**config.mk**
```make
export PLATFORM = sky130hd
export DESIGN_NAME = clk_period_meter
export DESIGN_NICKNAME = d
export VERILOG_FILES = /design/src/rtl/clkmon_pkg.sv /design/src/rtl/clkmon_sync.sv /design/src/rtl/clk_period_meter.sv
export SDC_FILE = /design/constraint.sdc
export NUM_CORES = 1
export LEC_CHECK = 0
export CAP_MARGIN = 20
export CORE_MARGIN = 2
export CORE_UTILIZATION = 40
export DETAILED_ROUTE_END_ITERATION = 16
export PLACE_DENSITY = 0.72
export SLEW_MARGIN = 0
export SYNTH_ARGS = -nofsm -noshare
export SYNTH_HDL_FRONTEND = slang
export SYNTH_SLANG_ARGS = --single-unit
```
**constraint.sdc**
```tcl
create_clock -name mclk -period 2 [get_ports mclk]
set_input_delay 0.2 -clock mclk [delete_from_list [all_inputs] [get_ports mclk]]
set_output_delay 0.2 -clock mclk [all_outputs]
set_load 0.1 [all_outputs]
```
**src/rtl/clkmon_pkg.sv**
```systemverilog
// Shared definitions for the clk_period_meter slice: FSM state encoding,
// default counter width and averaging depth.
package clkmon_pkg;

  localparam int CNT_W_DEF = 16;
  localparam int AVG_DEPTH = 4;
  localparam int AVG_SHIFT = $clog2(AVG_DEPTH);

  typedef enum logic [1:0] {
    WAIT_FIRST = 2'd0,
    MEASURE    = 2'd1,
    LOST       = 2'd2
  } state_e;

endpackage

```
**src/rtl/clkmon_sync.sv**
```systemverilog
// Brings the asynchronous clk_in into the mclk domain and turns its edges
// into registered single-cycle rise/fall strobes.
module clkmon_sync #(
  parameter int SYNC_STAGES = 2
) (
  input  logic mclk,
  input  logic rst_n,
  input  logic clk_in,
  output logic rise_pulse,
  output logic fall_pulse
);

  logic [SYNC_STAGES-1:0] sync_q;
  logic                   hist_q;
  logic                   sync_lvl;

  assign sync_lvl = sync_q[SYNC_STAGES-1];

  // NOTE: every flop in the chain uses <= so each stage samples the previous
  // stage's old value; blocking assignments would collapse the chain.
  always_ff @(posedge mclk or negedge rst_n) begin
    if (!rst_n) begin
      sync_q     <= '0;
      hist_q     <= 1'b0;
      rise_pulse <= 1'b0;
      fall_pulse <= 1'b0;
    end else begin
      sync_q     <= {sync_q[SYNC_STAGES-2:0], clk_in};
      hist_q     <= sync_lvl;
      rise_pulse <= sync_lvl & ~hist_q;
      fall_pulse <= ~sync_lvl & hist_q;
    end
  end

endmodule

```
**src/rtl/clk_period_meter.sv**
```systemverilog
// Measures period and high time of a slow clock in mclk cycles and flags loss
// of clock. Define CLKMON_AVG_EN to report a 4-period moving average instead.
module clk_period_meter
  import clkmon_pkg::*;
#(
  parameter int               CNT_W       = CNT_W_DEF,
  parameter int               SYNC_STAGES = 2,
  parameter logic [CNT_W-1:0] TIMEOUT     = '1
) (
  input  logic             mclk,
  input  logic             rst_n,
  input  logic             clk_in,
  output logic             rise_pulse,
  output logic             fall_pulse,
  output logic [CNT_W-1:0] period,
  output logic [CNT_W-1:0] high_time,
  output logic             period_valid,
  output logic             clk_lost
);

  localparam logic [CNT_W-1:0] ONE = CNT_W'(1);

  state_e           state;
  logic [CNT_W-1:0] cnt;
  logic             at_timeout;

  clkmon_sync #(
    .SYNC_STAGES(SYNC_STAGES)
  ) u_sync (
    .mclk      (mclk),
    .rst_n     (rst_n),
    .clk_in    (clk_in),
    .rise_pulse(rise_pulse),
    .fall_pulse(fall_pulse)
  );

  assign at_timeout = (cnt == TIMEOUT);

  // Restarts at 1 on every rise and parks at TIMEOUT rather than wrapping, so
  // a stopped clock can never alias into a plausible period.
  always_ff @(posedge mclk or negedge rst_n) begin
    if (!rst_n) begin
      cnt <= '0;
    end else if (rise_pulse) begin
      cnt <= ONE;
    end else if (!at_timeout) begin
      cnt <= cnt + ONE;
    end
  end

`ifdef CLKMON_AVG_EN
  localparam int ACC_W = CNT_W + 2;
  localparam int CAP_W = $clog2(AVG_DEPTH + 1);

  logic [CNT_W-1:0] avg_hist [AVG_DEPTH];
  logic [ACC_W-1:0] acc_q;
  logic [ACC_W-1:0] acc_sum;
  logic [CAP_W-1:0] cap_cnt;

  // Running sum: add the newest raw period, drop the one leaving the window.
  assign acc_sum = acc_q + ACC_W'(cnt) - ACC_W'(avg_hist[AVG_DEPTH-1]);
`endif

  always_ff @(posedge mclk or negedge rst_n) begin
    if (!rst_n) begin
      state        <= WAIT_FIRST;
      period       <= '0;
      high_time    <= '0;
      period_valid <= 1'b0;
      clk_lost     <= 1'b0;
`ifdef CLKMON_AVG_EN
      acc_q        <= '0;
      cap_cnt      <= '0;
      // NOTE: the history is reset explicitly because stale entries would
      // leak into the first averages; plain data memories need no reset.
      for (int k = 0; k < AVG_DEPTH; k++) avg_hist[k] <= '0;
`endif
    end else begin
      period_valid <= 1'b0;
      unique case (state)
        WAIT_FIRST: begin
          if (rise_pulse) begin
            state <= MEASURE;
          end else if (at_timeout) begin
            state    <= LOST;
            clk_lost <= 1'b1;
          end
        end
        MEASURE: begin
          if (rise_pulse) begin
`ifdef CLKMON_AVG_EN
            acc_q       <= acc_sum;
            avg_hist[0] <= cnt;
            for (int k = 1; k < AVG_DEPTH; k++) avg_hist[k] <= avg_hist[k-1];
            if (cap_cnt != CAP_W'(AVG_DEPTH)) cap_cnt <= cap_cnt + CAP_W'(1);
            if (cap_cnt >= CAP_W'(AVG_DEPTH - 1)) begin
              period       <= CNT_W'(acc_sum >> AVG_SHIFT);
              period_valid <= 1'b1;
            end
`else
            period       <= cnt;
            period_valid <= 1'b1;
`endif
          end else if (at_timeout) begin
            state    <= LOST;
            clk_lost <= 1'b1;
          end
          if (fall_pulse) high_time <= cnt;
        end
        LOST: begin
          // The interval ending on this rise began before the loss, so it is
          // a restart and is not reported.
          if (rise_pulse) begin
            state    <= MEASURE;
            clk_lost <= 1'b0;
          end
        end
        default: state <= WAIT_FIRST;
      endcase
`ifdef CLKMON_AVG_EN
      // Outside MEASURE the window is kept empty, so averaging restarts cleanly
      // after reset or a loss of clock.
      if (state != MEASURE) begin
        acc_q   <= '0;
        cap_cnt <= '0;
        for (int k = 0; k < AVG_DEPTH; k++) avg_hist[k] <= '0;
      end
`endif
    end
  end

endmodule

```
==> summary.txt <==
GRT
  • Total Routing Usage GR: between 10% and 20%
  • Vias in the first global route: 1692
  • Maximum number of pins on one net before global-route repair: 30
  • First-pass GRT wire length: 8.31 mm
  • Initial antenna violation count: 0
  • Total gr overflow: 0

Clocking
  • TritonCTS clock tree: yes
  • # resized after CTS: 0
  • Clock latency on the worst-skew pair: ~0.34 ns
  • Clock Root Buffer: clkbuf_8
  • Htree depth: 3
  • Reg clk slew, reported paths: 0.06 ns
  • Number of CTS-inserted buffers: 9
  • Clock Sinks: 57
  • CTS Buffer Depth: 2
  • Post-CTS setup buffer count: 0
  • # hold bufs at CTS: 1

Synth
  • Synth area leader: dfrtp_1
  • Syn nets: 191
  • Number of flops mapped to enable cells by yosys: 0
  • Syn Inst Count: 187
  • Most common cell in the netlist: dfrtp_1
  • Synth top area share: 60.3%
  • Prevailing post-synth register cell: dfrtp_1
  • Cell Area, Synth: around 2400 um2
  • Synth top area cells: dfrtp_1, mux2_2, a21oi_1, nand2_1, nand4_2
  • Most common library cells after synthesis: dfrtp_1, mux2_2, a21oi_1, nand2_1
  • Synthesized flop and latch total: 57
  • Post-synthesis cell type count: 35
  • Synthesis Warnings: 0
  • Sequential share of the synthesized area: 60.3%
  • Post-synth ARST share: 100%
  • Post-Syn Area per Cell: approximately 13 um2

Detailed routing
  • Avg Vias per Cell: a little over 5
  • Via count: 1660
  • Routed WL: between 4 and 5 mm
  • # DRC: 0
  • Antenna-violating nets left: 0
  • Detailed Route Iter0 Violations: 91
  • Drt first pass iters: 4
  • Routed wire per std cell: 15.1 um

Finish
  • Layout cells sized above 1: 41.9%
  • N_diodes: 0
  • Area of the multi-input gates: 895 um2
  • Fillers: 561
  • Register Area: 1430 um2
  • Fin cells: 323
  • Number of nets in the layout: 247
  • Syn-to-layout area delta: 27.9%

Critical path
  • WP data required: 2.26 ns
  • Worst setup path endpoint: cnt[12]
  • R2r setup slk: 0.20 ns
  • CP Max Fanout: 9
  • Critical Path Max Stage Delay: 0.49 ns
  • Delay-heaviest family, CP: simple AND/OR/NAND/NOR gates
  • Kind of critical path: flip-flop to flip-flop
  • FF-to-FF Start: cnt[1]
  • CP startpoint: cnt[1]
  • Kind of end point of the critical path: flip-flop
  • Bufs and invs on worst path: 0
  • WP data arrival: 2.06 ns
  • Startpoint Class: flip-flop
  • Critical path's slowest cell: or3_1
  • Crit path cell chain: ha_1 -> nand3_4 -> or3_1 -> or4_1 -> o21ai_0
  • Critical path depth in cells: 5
  • Worst R2R End: cnt[12]
  • Reg2Reg Depth: 5

Timing
  • Final number of setup-violating endpoints: 0
  • Clock skew: 0.00589 ns
  • RSZ-0062 raised after global routing: no
  • Crit path time final: roughly 1.8 ns
  • Max-slew violations: 0
  • Max transition margin: 64.9%
  • Fmax: approximately 560 MHz
  • Final period utilization: around nine tenths
  • Measured slew at the worst slew-check pin: 0.523 ns
  • Setup_tns: 0 ns
  • Final Hold Viols: 0

Die
  • IO Pins: 39
  • Rows: 28
  • Die Span Y: 80.9 um
  • Die X-Extent: 80.9 um
  • Core Box Area: 5820 um2
  • Die area: 6550 um2
  • Starting Density: 40.7%

Placed design
  • DP Wirelength: 3.37 mm
  • Input/output buffers: 38
  • Final RePlAce weighted congestion: 0.870
  • Placed Instances: 306

Pwr
  • Max IR drop VDD: about 0.85 mV
  • PwrDens: 1140 nW/um2
  • Lkg Pwr: approximately 0.0014 uW

Run
  • Max capacitance violation total: 0

Min path
  • Hold WC Path Type: primary input to flip-flop

Outcome
  • Status: finished, final reports clean
==> flip-flops by register name, indices dropped and copies added (netlist names) <==
| signal | cells |
|---|---|
| high_time | 16 |
| u_sync.sync_q | 2 |
| cnt | 16 |
| state | 2 |
| period | 16 |
| period_valid | 1 |
| u_sync.fall_pulse | 1 |
| u_sync.hist_q | 1 |
| clk_lost | 1 |
| u_sync.rise_pulse | 1 |
==> kinds of logic after synthesis <==
group / Yosys count / synth area share, %
adder cells (fa/ha/maj): 1 / 0.528
multiplexers: 32 / 15.2
flip-flops: 57 / 60.3
XOR/XNOR: 1 / 0.370
AND/OR/NAND/NOR: 54 / 13.7
buffers and inverters: 10 / 1.96
AO/OA/AOI/OAI: 32 / 7.98
==> worst min path at each step <==
stage / startpoint / endpoint / slack, ns / cells past startpoint
floorplan: rst_n / clk_lost / -0.1 / 0
global placement: rst_n / cnt[7] / 0.23 / 2
detailed placement: rst_n / high_time[7] / 0.24 / 2
CTS: clk_in / u_sync.sync_q[0] / 0.29 / 1
global route: clk_in / u_sync.sync_q[0] / 0.29 / 1
finish: clk_in / u_sync.sync_q[0] / 0.30 / 1
==> area by class of cell <==
class | instances | share of cell area (%)
repair buffers | 52 | 13.0
multi-input cells | 120 | 29.5
clock buffers | 14 | 5.70
clock inverters | 2 | 1.16
inverters | 3 | 0.372
flip-flops and latches | 57 | 47.1
well taps | 75 | 3.10
==> metal layers <==
layer	vias to the layer above	wire, um	GRT usage (%)
li1	794	-	-
met1	813	2200	22.0
met2	44	2310	26.4
met3	9	285	6.44
met4	0	74	7.29
met5	-	0	0
==> placed cells by master (no fill, tap or decap), types with 2 or more instances in the layout <==
cell type and n:
or4_1 4, clkbuf_1 2, o31ai_1 3, nor2_1 7, inv_1 3, mux2_2 32, nand4_2 3, a31oi_1 2
or3_1 3, buf_4 49, nand3_1 4, nor3_1 6, nor2b_1 4, o21ai_0 7, a21oi_1 14, dfrtp_1 56
nand2_1 14, clkbuf_8 12
==> through the flow <==
| stage | instance area, um2 | util (%) | total power, uW | worst slack (ns) | hold WS [ns] |
|---|---|---|---|---|---|
| detailed placement | 2810 | 48.3 | 2360 | 0.231 | 0.235 |
| finish | 3030 | 52.1 | 3440 | 0.204 | 0.299 |
| global placement | 2810 | 48.3 | 2340 | 0.266 | 0.234 |
| floorplan | 2370 | - | 2110 | 0.0155 | -0.0956 |
| global route | 3030 | 52.1 | 3590 | 0.0819 | 0.294 |
| CTS | 3030 | 52.1 | 3470 | 0.208 | 0.295 |
==> power breakdown <==
group	total [uW]	internal, uW	switching [uW]
clock network	1110	676	437
registers	1370	1270	98.8
logic	959	222	737
total	3440	2170	1270
(Power assumes the default switching activity.)
